$ cat config.mk
export PLATFORM = sky130hd
export DESIGN_NAME = led_matrix_scan
export DESIGN_NICKNAME = d
export VERILOG_FILES = /design/src/rtl/led_pkg.sv /design/src/rtl/led_row_fetch.sv /design/src/rtl/led_matrix_scan.sv
export SDC_FILE = /design/constraint.sdc
export NUM_CORES = 1
export LEC_CHECK = 0
export ABC_AREA = 1
export CORE_MARGIN = 3
export CORE_UTILIZATION = 53
export CTS_BUF_LIST = sky130_fd_sc_hd__clkbuf_8
export CTS_CLUSTER_DIAMETER = 150
export DETAILED_ROUTE_END_ITERATION = 8
export GPL_TIMING_DRIVEN = 1
export HOLD_SLACK_MARGIN = 0.05
export PLACE_DENSITY_LB_ADDON = 0.12
export SYNTH_ARGS = -nofsm -noshare
export SYNTH_HDL_FRONTEND = slang
export SYNTH_HIERARCHICAL = 1
export SYNTH_SLANG_ARGS = --single-unit
$ cat constraint.sdc
create_clock -name clk -period 2.1 [get_ports clk]
set_clock_uncertainty 0.15 [all_clocks]
set_input_delay 0.42 -clock clk [delete_from_list [all_inputs] [get_ports clk]]
set_output_delay 0.42 -clock clk [all_outputs]
set_load 0.02 [all_outputs]
$ cat src/rtl/led_pkg.sv
// led_pkg: shared definitions for the LED matrix row scanner.
//   - 2-bit pixel codes stored in the frame buffer
//   - scan FSM state encoding (also exported on the debug state port)
//   - helpers that split a pixel code into its red / green column bits
package led_pkg;

  localparam logic [1:0] PIX_OFF  = 2'd0;
  localparam logic [1:0] PIX_RED  = 2'd1;
  localparam logic [1:0] PIX_GRN  = 2'd2;
  localparam logic [1:0] PIX_BOTH = 2'd3;

  typedef enum logic [1:0] {
    ST_IDLE  = 2'd0,
    ST_FETCH = 2'd1,
    ST_BLANK = 2'd2,
    ST_SHOW  = 2'd3
  } scan_state_t;

  function automatic logic pix_red(input logic [1:0] code);
    return (code == PIX_RED) || (code == PIX_BOTH);
  endfunction

  function automatic logic pix_grn(input logic [1:0] code);
    return (code == PIX_GRN) || (code == PIX_BOTH);
  endfunction

endpackage

$ cat src/rtl/led_row_fetch.sv
// led_row_fetch: reads one matrix row from the frame-buffer RAM into the
// red/green column shadow registers.
//   clk, nrst    clock, synchronous active-high reset
//   i_start      pulse: begin fetching the row whose first pixel is i_base
//   i_base       frame-buffer address of column 0 of the row
//   i_data       pixel code returned by the RAM
//   o_address    RAM read address
//   o_rd_en      RAM read strobe
//   o_r_sh/o_g_sh  column shadow registers (cleared at every i_start)
//   o_done       high in the last fetch cycle (final capture happens at its end)
// RAM handshake: o_rd_en qualifies o_address; i_data is valid exactly one
// cycle after each o_rd_en cycle; there is no back-pressure.
module led_row_fetch
  import led_pkg::*;
#(
  parameter int COLS = 8,
  parameter int AW   = 6
) (
  input  logic            clk,
  input  logic            nrst,
  input  logic            i_start,
  input  logic [AW-1:0]   i_base,
  input  logic [1:0]      i_data,
  output logic [AW-1:0]   o_address,
  output logic            o_rd_en,
  output logic [COLS-1:0] o_r_sh,
  output logic [COLS-1:0] o_g_sh,
  output logic            o_done
);

  localparam int FW = $clog2(COLS + 1);
  localparam logic [FW-1:0] LAST    = FW'(COLS);
  localparam logic [FW-1:0] LAST_RD = FW'(COLS - 1);

  logic [FW-1:0]   r_cnt;
  logic            r_active;
  logic [AW-1:0]   r_addr;
  logic            r_rd_en;
  logic [COLS-1:0] r_r_sh;
  logic [COLS-1:0] r_g_sh;

  // r_cnt is the fetch cycle index 0..COLS; the data captured in cycle
  // r_cnt belongs to the read issued in cycle r_cnt-1.
  always_ff @(posedge clk) begin
    if (nrst) begin
      r_active <= 1'b0;
      r_cnt    <= '0;
      r_addr   <= '0;
      r_rd_en  <= 1'b0;
      r_r_sh   <= '0;
      r_g_sh   <= '0;
    end else if (i_start) begin
      r_active <= 1'b1;
      r_cnt    <= '0;
      r_addr   <= i_base;
      r_rd_en  <= 1'b1;
      r_r_sh   <= '0;
      r_g_sh   <= '0;
    end else if (r_active) begin
      for (int c = 0; c < COLS; c++) begin
        if (r_cnt == FW'(c + 1)) begin
          r_r_sh[c] <= pix_red(i_data);
          r_g_sh[c] <= pix_grn(i_data);
        end
      end
      if (r_cnt == LAST) begin
        r_active <= 1'b0;
      end else begin
        r_cnt <= r_cnt + 1'b1;
      end
      if (r_cnt < LAST_RD) begin
        r_rd_en <= 1'b1;
        r_addr  <= r_addr + 1'b1;
      end else begin
        r_rd_en <= 1'b0;
      end
    end
  end

  assign o_address = r_addr;
  assign o_rd_en   = r_rd_en;
  assign o_r_sh    = r_r_sh;
  assign o_g_sh    = r_g_sh;
  assign o_done    = r_active && (r_cnt == LAST);

endmodule

$ cat src/rtl/led_matrix_scan.sv
// led_matrix_scan: row-scanning driver for a bicolour LED dot matrix.
// Each row slot is FETCH (COLS+1) -> BLANK (BLANK) -> SHOW (DWELL cycles).
//   clk, nrst        clock, synchronous active-high reset
//   enable           scanning permitted (sampled in IDLE and last SHOW cycle)
//   bright           brightness 0..3, latched on entry to SHOW
//   data             pixel code from RAM, one cycle after rd_en
//   address, rd_en   frame-buffer read port
//   row              active-low one-hot row drive (all ones = off)
//   r_col, g_col     active-high column drives
//   frame_done       one-cycle pulse in the first cycle after the last row
//   busy             high in any state except IDLE
//   dbg_state        current scan FSM state
module led_matrix_scan
  import led_pkg::*;
#(
  parameter int ROWS  = 8,
  parameter int COLS  = 8,
  parameter int DWELL = 1024,
  parameter int BLANK = 16,
  parameter int AW    = $clog2(ROWS * COLS)
) (
  input  logic            clk,
  input  logic            nrst,
  input  logic            enable,
  input  logic [1:0]      bright,
  input  logic [1:0]      data,
  output logic [AW-1:0]   address,
  output logic            rd_en,
  output logic [ROWS-1:0] row,
  output logic [COLS-1:0] r_col,
  output logic [COLS-1:0] g_col,
  output logic            frame_done,
  output logic            busy,
  output scan_state_t     dbg_state
);

  // The shared BLANK/SHOW counter must also hold BLANK-1 when BLANK > DWELL.
  localparam int CNT_MAX = (DWELL > BLANK) ? DWELL : BLANK;
  localparam int CW      = $clog2(CNT_MAX + 1);
  localparam int RW      = $clog2(ROWS);
  localparam int OW      = CW + 2;

  scan_state_t     r_state;
  logic [CW-1:0]   r_cnt;
  logic [RW-1:0]   r_cur_row;
  logic [1:0]      r_b_lat;
  logic [ROWS-1:0] r_row;
  logic [COLS-1:0] r_rcol;
  logic [COLS-1:0] r_gcol;
  logic            r_frame_done;
  logic            r_busy;

  logic            w_last_show;
  logic [RW-1:0]   w_next_row;
  logic            w_start;
  logic [RW-1:0]   w_start_row;
  logic [AW-1:0]   w_base;
  logic [OW-1:0]   w_on_x4;
  logic [OW-1:0]   w_on;
  logic            w_col_on;
  logic [ROWS-1:0] w_row_drive;
  logic            w_fetch_done;
  logic [COLS-1:0] w_r_sh;
  logic [COLS-1:0] w_g_sh;

  assign w_last_show = (r_state == ST_SHOW) && (r_cnt == CW'(DWELL - 1));
  assign w_next_row  = (r_cur_row == RW'(ROWS - 1)) ? '0 : r_cur_row + 1'b1;

  // The fetch is started on the same edge the FSM enters FETCH, so the row
  // it reads is the post-increment row when leaving SHOW.
  assign w_start     = enable && ((r_state == ST_IDLE) || w_last_show);
  assign w_start_row = (r_state == ST_SHOW) ? w_next_row : r_cur_row;
  assign w_base      = AW'(w_start_row) * AW'(COLS);

  // Columns stay lit while the next SHOW cycle index is below on_cycles.
  assign w_on_x4  = (OW'(r_b_lat) + OW'(1)) * OW'(DWELL);
  assign w_on     = w_on_x4 >> 2;
  assign w_col_on = (OW'(r_cnt) + OW'(1)) < w_on;

  assign w_row_drive = ~({{(ROWS-1){1'b0}}, 1'b1} << r_cur_row);

  led_row_fetch #(
    .COLS (COLS),
    .AW   (AW)
  ) u_fetch (
    .clk       (clk),
    .nrst      (nrst),
    .i_start   (w_start),
    .i_base    (w_base),
    .i_data    (data),
    .o_address (address),
    .o_rd_en   (rd_en),
    .o_r_sh    (w_r_sh),
    .o_g_sh    (w_g_sh),
    .o_done    (w_fetch_done)
  );

  always_ff @(posedge clk) begin
    if (nrst) begin
      r_state      <= ST_IDLE;
      r_cnt        <= '0;
      r_cur_row    <= '0;
      r_b_lat      <= '0;
      r_row        <= '1;
      r_rcol       <= '0;
      r_gcol       <= '0;
      r_frame_done <= 1'b0;
      r_busy       <= 1'b0;
    end else begin
      r_frame_done <= 1'b0;
      case (r_state)
        ST_IDLE: begin
          if (enable) begin
            r_state <= ST_FETCH;
            r_busy  <= 1'b1;
          end
        end
        ST_FETCH: begin
          if (w_fetch_done) begin
            r_state <= ST_BLANK;
            r_cnt   <= '0;
          end
        end
        ST_BLANK: begin
          if (r_cnt == CW'(BLANK - 1)) begin
            // on_cycles is at least DWELL/4 >= 1, so SHOW cycle 0 is always lit.
            r_state <= ST_SHOW;
            r_cnt   <= '0;
            r_b_lat <= bright;
            r_row   <= w_row_drive;
            r_rcol  <= w_r_sh;
            r_gcol  <= w_g_sh;
          end else begin
            r_cnt <= r_cnt + 1'b1;
          end
        end
        ST_SHOW: begin
          if (w_last_show) begin
            r_row     <= '1;
            r_rcol    <= '0;
            r_gcol    <= '0;
            r_cur_row <= w_next_row;
            if (r_cur_row == RW'(ROWS - 1)) begin
              r_frame_done <= 1'b1;
            end
            r_state <= enable ? ST_FETCH : ST_IDLE;
            r_busy  <= enable;
          end else begin
            r_cnt <= r_cnt + 1'b1;
            if (!w_col_on) begin
              r_rcol <= '0;
              r_gcol <= '0;
            end
          end
        end
        default: begin
          r_state <= ST_IDLE;
        end
      endcase
    end
  end

  assign row        = r_row;
  assign r_col      = r_rcol;
  assign g_col      = r_gcol;
  assign frame_done = r_frame_done;
  assign busy       = r_busy;
  assign dbg_state  = r_state;

endmodule
-- After elaboration in Yosys (flattened, before gate mapping)
Index checks and enable logic that the tools add are counted.
Widths: inputs -> output; s select.
- add/sub/neg operators: 6
- $lt $le $gt $ge: 2
- eq/ne operators: 23
- shift-type cells: 1
- mux-type cells: 34
- bitwise gates (word level): 4
- reduce and logical (&&, ||, !) cells: 32
- operators with widths (cell ; number):
    $mux 8 ; 6
    $pmux 8 s2 ; 3
    $mux 11 ; 3
    $pmux 11 s3 ; 1
    $reduce_and 2->1 ; 13
    $mux 6 ; 3
    $eq 4x3->1 const B ; 4
    $add 11x1->12 const B ; 1
    $lt 12x11->1 ; 1
    $reduce_and 3->1 ; 4
    $add 11x1->11 const B ; 1
    $eq 11x10->1 const B ; 1
    $eq 11x4->1 const B ; 1
    $mux 1 ; 10
    $eq 2x2->1 const B ; 4
    $eq 4x2->1 const B ; 2
    $mux 2 ; 4
    $ne 2x2->1 const B ; 4
    $not 8->8 ; 1
    $pmux 2 s4 ; 1
    $reduce_bool 2->1 ; 4
    $shl 1x3->8 const A ; 1
    $add 6x1->6 const B ; 1
    $mux 3 ; 2
    19 further kinds ; 26
- bits in registers: 72
- input port bits: 7
- output and inout bits: 35
- logic and storage cells: 132

-- Depth between registers and ports, before layout
- depth in word-level cells: 6
- mapped depth: 16
- depth with buffers taken out: 15

-- Modules after synthesis
The synthesis kept the hierarchy.
- modules (own cells, without submodules) (module ; times used ; cells an instance ; area an instance (um2)):
    led_matrix_scan ; 1 ; 349 ; 2449.8
    led_row_fetch ; 1 ; 169 ; 1296.2

-- Least setup slack after synthesis
No wires, ideal clock.
- path kind: register to register
- start: register, netlist name r_cnt[0]
- end: register u_fetch.r_addr[4] (netlist: u_fetch/o_address[4])
- setup time: 114 ps
- arrival: 1992 ps
- required time: 1836 ps
- slack: -155 ps
- stages on the path, launching flop included: 14
- path buffers: 1
- clock period less this slack: 2255 ps
- cell sequence: dfxtp_1 ha_1 inv_1 nor2_4 nand2_2 nor2_4 nand3_2 a21oi_1 inv_2 buf_6 o22ai_1 nand2_1 nand2_1 a21oi_2
- RTL lines (element ; RTL line ; text):
    to (signal assigned) ; led_row_fetch.sv:55 ; r_addr <= i_base;
    to (signal assigned) ; led_row_fetch.sv:73 ; r_addr <= r_addr + 1'b1;
    to (decl) ; led_row_fetch.sv:37 ; logic [AW-1:0] r_addr;

==> flow_metrics.py <==
metrics = {
    "status": {
        "status": "finished, violations left",
        "violations": "negative setup slack",
    },
    "die": {
        "coreArea_sq_um": 6832,
        "start_util_pct": 54.84,
        "ios": 42,
        "die_w_um": 90.07,
        "num_rows": 30,
        "die_area_sq_um": 8113,
        "die_y_um": 90.07,
    },
    "hold_path": {
        "hp-class": "reg -> reg",
        "hold_depth": 2,
    },
    "global_route": {
        "grt_start_max_net_pins": 22,
        "grt_pass1_wl_mm": 14.98,
        "antenna_found_initial": 0,
        "track_usage_pct": 22.05,
        "grt_overflow": 0,
        "grt_pass1_vias": 3272,
    },
    "pwr": {
        "clkPwrFrac_pct": 27.4,
        "seqPwrFrac_pct": 36.6,
        "peakVddDrop_mv": 0.7031,
        "p_per_area_nw_per_um2": 909.6,
        "p_int_w": 0.002820,
        "switching_power_w": 0.001651,
        "leakage_nw": 2.032,
        "pwr-share-comb_pct": 36.0,
        "switching_share_pct": 36.93,
    },
    "setup_path": {
        "slowest_delay_ns": 0.39,
        "cp_cell_sequence": "ha_4 > inv_2 > nor2_4 > nand2_4 > o21ai_2 > nand2_1 > ha_2 > o21bai_4 > nor2_4 > nand2_4 > buf_12 > a21oi_4 > nor2_1",
        "path_buf_inv": 2,
        "worstPathMaxFanout": 6,
        "path_class": "reg -> reg",
        "crit_family": "simple AND/OR/NAND/NOR gates",
        "cp.depth": 13,
        "end_kind": "register",
        "r2r_cells": 13,
        "cp-start-kind": "register",
        "cp.arrival_ns": 2.27,
        "ff2ff_setup_slack_ns": -0.08,
        "crit_path_top_delay_cell": "dfxtp_4",
        "crit_required_ns": 2.19,
    },
    "drt": {
        "drc": 0,
        "ant_nets": 0,
        "wirelength_mm": 8.952,
        "vias": 3551,
        "first_pass_iters": 5,
        "drtIter0Drc": 131,
        "wl_per_cell_um": 12.86,
        "viasPerCell": 5.102,
    },
    "timing": {
        "setup_tns_ns": -0.5287,
        "finalSetupViolCount": 12,
        "fin_crit_sh_pct": 103.6,
        "rsz0062_at_grt": "yes",
        "fin_ws_ns": -0.07560,
        "maxSlewViolCount": 0,
        "period_minus_slack_ns": 2.176,
        "fmax_ghz": 0.4596,
        "timing.final.hold_violations": 0,
    },
    "final_layout": {
        "final_cells": 696,
        "fillCellCount": 559,
        "drive_above_1_share_pct": 22.83,
        "finalCoreUtilization_pct": 71.96,
        "antenna_cells": 0,
        "fin_nets": 622,
        "area_growth_pct": 31.23,
    },
    "synth": {
        "netlist_instances": 518,
        "ys_seq_area_share_pct": 38.48,
        "postSynthAreaPerCell_sq_um": 7.232,
        "yosysWarningCount": 6,
        "yosysUniqueCellTypes": 33,
        "ys_ff_latch": 72,
        "syn_area_sq_um": 3746,
    },
    "placement": {
        "routabilityCongestion": 0.8550,
        "dp_hpwl_mm": 6.203,
        "portBuffers": 41,
        "post-place-cells": 669,
    },
    "clock_network": {
        "h-tree-depth": 3,
        "cts_tree": "done",
        "clock_path_buffers": 2,
        "cts.root.buffer_cell": "clkbuf_8",
        "clk_latency_ns": 0.34,
        "ctsHoldBuffers": 0,
        "clk_pin_slew_ns": 0.08,
        "cts_buffers": 9,
        "clkSinkCount": 72,
    },
    "flow_run": {
        "drv_cap": 0,
    },
}
-- kinds of logic after synthesis --
kind of cell	Yosys count	share of synthesized area, %
flip-flops	72	38.48
adder cells (fa/ha/maj)	20	6.680
AND/OR/NAND/NOR	211	26.15
buffers and inverters	89	10.35
other	1	0.1001
AO/OA/AOI/OAI	124	18.00
XOR/XNOR	1	0.2338
-- power groups by stage --
| stage | sequential (W) | clock (W) | combinational, W |
|---|---|---|---|
| global placement | 0.00166 | 0 | 0.00148 |
| detailed placement | 0.00166 | 0 | 0.00151 |
| finish | 0.00164 | 0.00122 | 0.00161 |
| global route | 0.00166 | 0.00131 | 0.00180 |
| CTS | 0.00164 | 0.00124 | 0.00155 |
| floorplan | 0.00178 | 0 | 0.000887 |
-- cells in the mapped netlist --
cell	instances	area [sq um]
o2111ai_1	2	17.52
a211oi_1	1	7.510
a211oi_2	1	12.51
o21ai_0	33	165.2
nor2_4	3	33.78
o21ai_4	1	16.27
o31ai_1	1	7.510
buf_4	6	45.04
nand3_1	31	155.2
nor3_1	4	20.02
a21oi_1	55	275.3
inv_1	63	236.5
clkbuf_1	4	15.01
dfxtp_1	72	1441
ha_1	20	250.2
inv_4	1	6.260
xor2_1	1	8.760
a21oi_2	5	43.79
buf_6	3	33.78
nor2_2	7	43.79
nand3_2	4	40.04
nand2_4	5	56.30
o21bai_1	1	7.510
conb_1	1	3.750
nand4_2	1	12.51
o22ai_1	1	6.260
inv_2	7	26.28
o21ai_1	23	115.1
nand2_1	86	322.8
nand4_1	2	12.51
nand2_2	11	68.82
buf_2	5	25.02
nor2_1	57	214.0
-- worst paths after layout --
check / startpoint / end
setup / recovery: r_cnt[1]$_SDFFE_PP0P_ / r_col[7]$_SDFFE_PP0P_
hold reg to reg: r_b_lat[1]$_SDFFE_PP0P_ / r_b_lat[1]$_SDFFE_PP0P_
setup reg to reg: r_cnt[1]$_SDFFE_PP0P_ / r_col[7]$_SDFFE_PP0P_
hold / removal: r_b_lat[1]$_SDFFE_PP0P_ / r_b_lat[1]$_SDFFE_PP0P_
-- cells in the final DEF (no fill, tap or decap), types with 3 or more instances in the layout --
cell             count
nor2_4               5
clkdlybuf4s50_1     41
nor3_1               4
a21oi_2             14
buf_4               37
o21ai_0             30
nand2_1             83
nand3_2              7
inv_2                8
dfxtp_4              3
nand2_2             13
a21oi_1             44
ha_1                18
inv_1               62
buf_12               3
dfxtp_2              3
nor2_1              54
conb_1               3
nand2_4              6
dfxtp_1             66
o21ai_1             24
nor2_2               8
nand3_1             27
clkbuf_8             9
-- final cells by class --
| class | count | area, sq um | share of cell area [%] |
|---|---|---|---|
| repair buffers | 81 | 748.2 | 15.22 |
| clock buffers | 9 | 123.9 | 2.520 |
| flip-flops and latches | 72 | 1456 | 29.63 |
| well taps | 96 | 120.1 | 2.443 |
| multi-input cells | 360 | 2100 | 42.71 |
| inverters | 71 | 271.5 | 5.523 |
| clock inverters | 7 | 96.34 | 1.960 |
-- per-stage QoR --
stage                     area [sq um]  hold WS [ns]  setup WS (ns)  power [W]
after floorplan                   3760        0.2774        0.02005   0.002669
after global placement            4434        0.2929       -0.05131   0.003141
after detailed placement          4434        0.2969        -0.1288   0.003176
after CTS                         4765        0.3072       -0.02363   0.004426
after global routing              4916        0.3163        -0.1685   0.004766
final                             4916        0.3138       -0.07560   0.004472
-- repair_timing --
item,4_1_cts,5_1_grt
pin swaps,8,18
resized for setup,16,30
endpoints found under the setup margin,16,35
setup buffers,5,5
gates cloned,1,0
-- tightest hold or removal path: stages, from the launching register on --
cell     delay [ns]
dfxtp_1        0.32
inv_1          0.05
a21oi_1        0.05
-- state kept, by name, summed over array words and instances (netlist names), 2 cells and up --
name               flops
g_col                  8
u_fetch/r_cnt          4
u_fetch/o_r_sh         8
r_cur_row              3
u_fetch/o_g_sh         8
dbg_state              2
row                    8
r_cnt                 11
u_fetch/o_address      6
r_col                  8
r_b_lat                2
-- layer usage --
metal | vias to the layer above | track usage [%] | wire length [um]
met5 | - | 0 | 0
met4 | 0 | 9.184 | 144
met3 | 15 | 3.431 | 401
met2 | 81 | 35.66 | 4262
met1 | 1629 | 29.32 | 4143
li1 | 1826 | - | -
(Power assumes the default switching activity.)
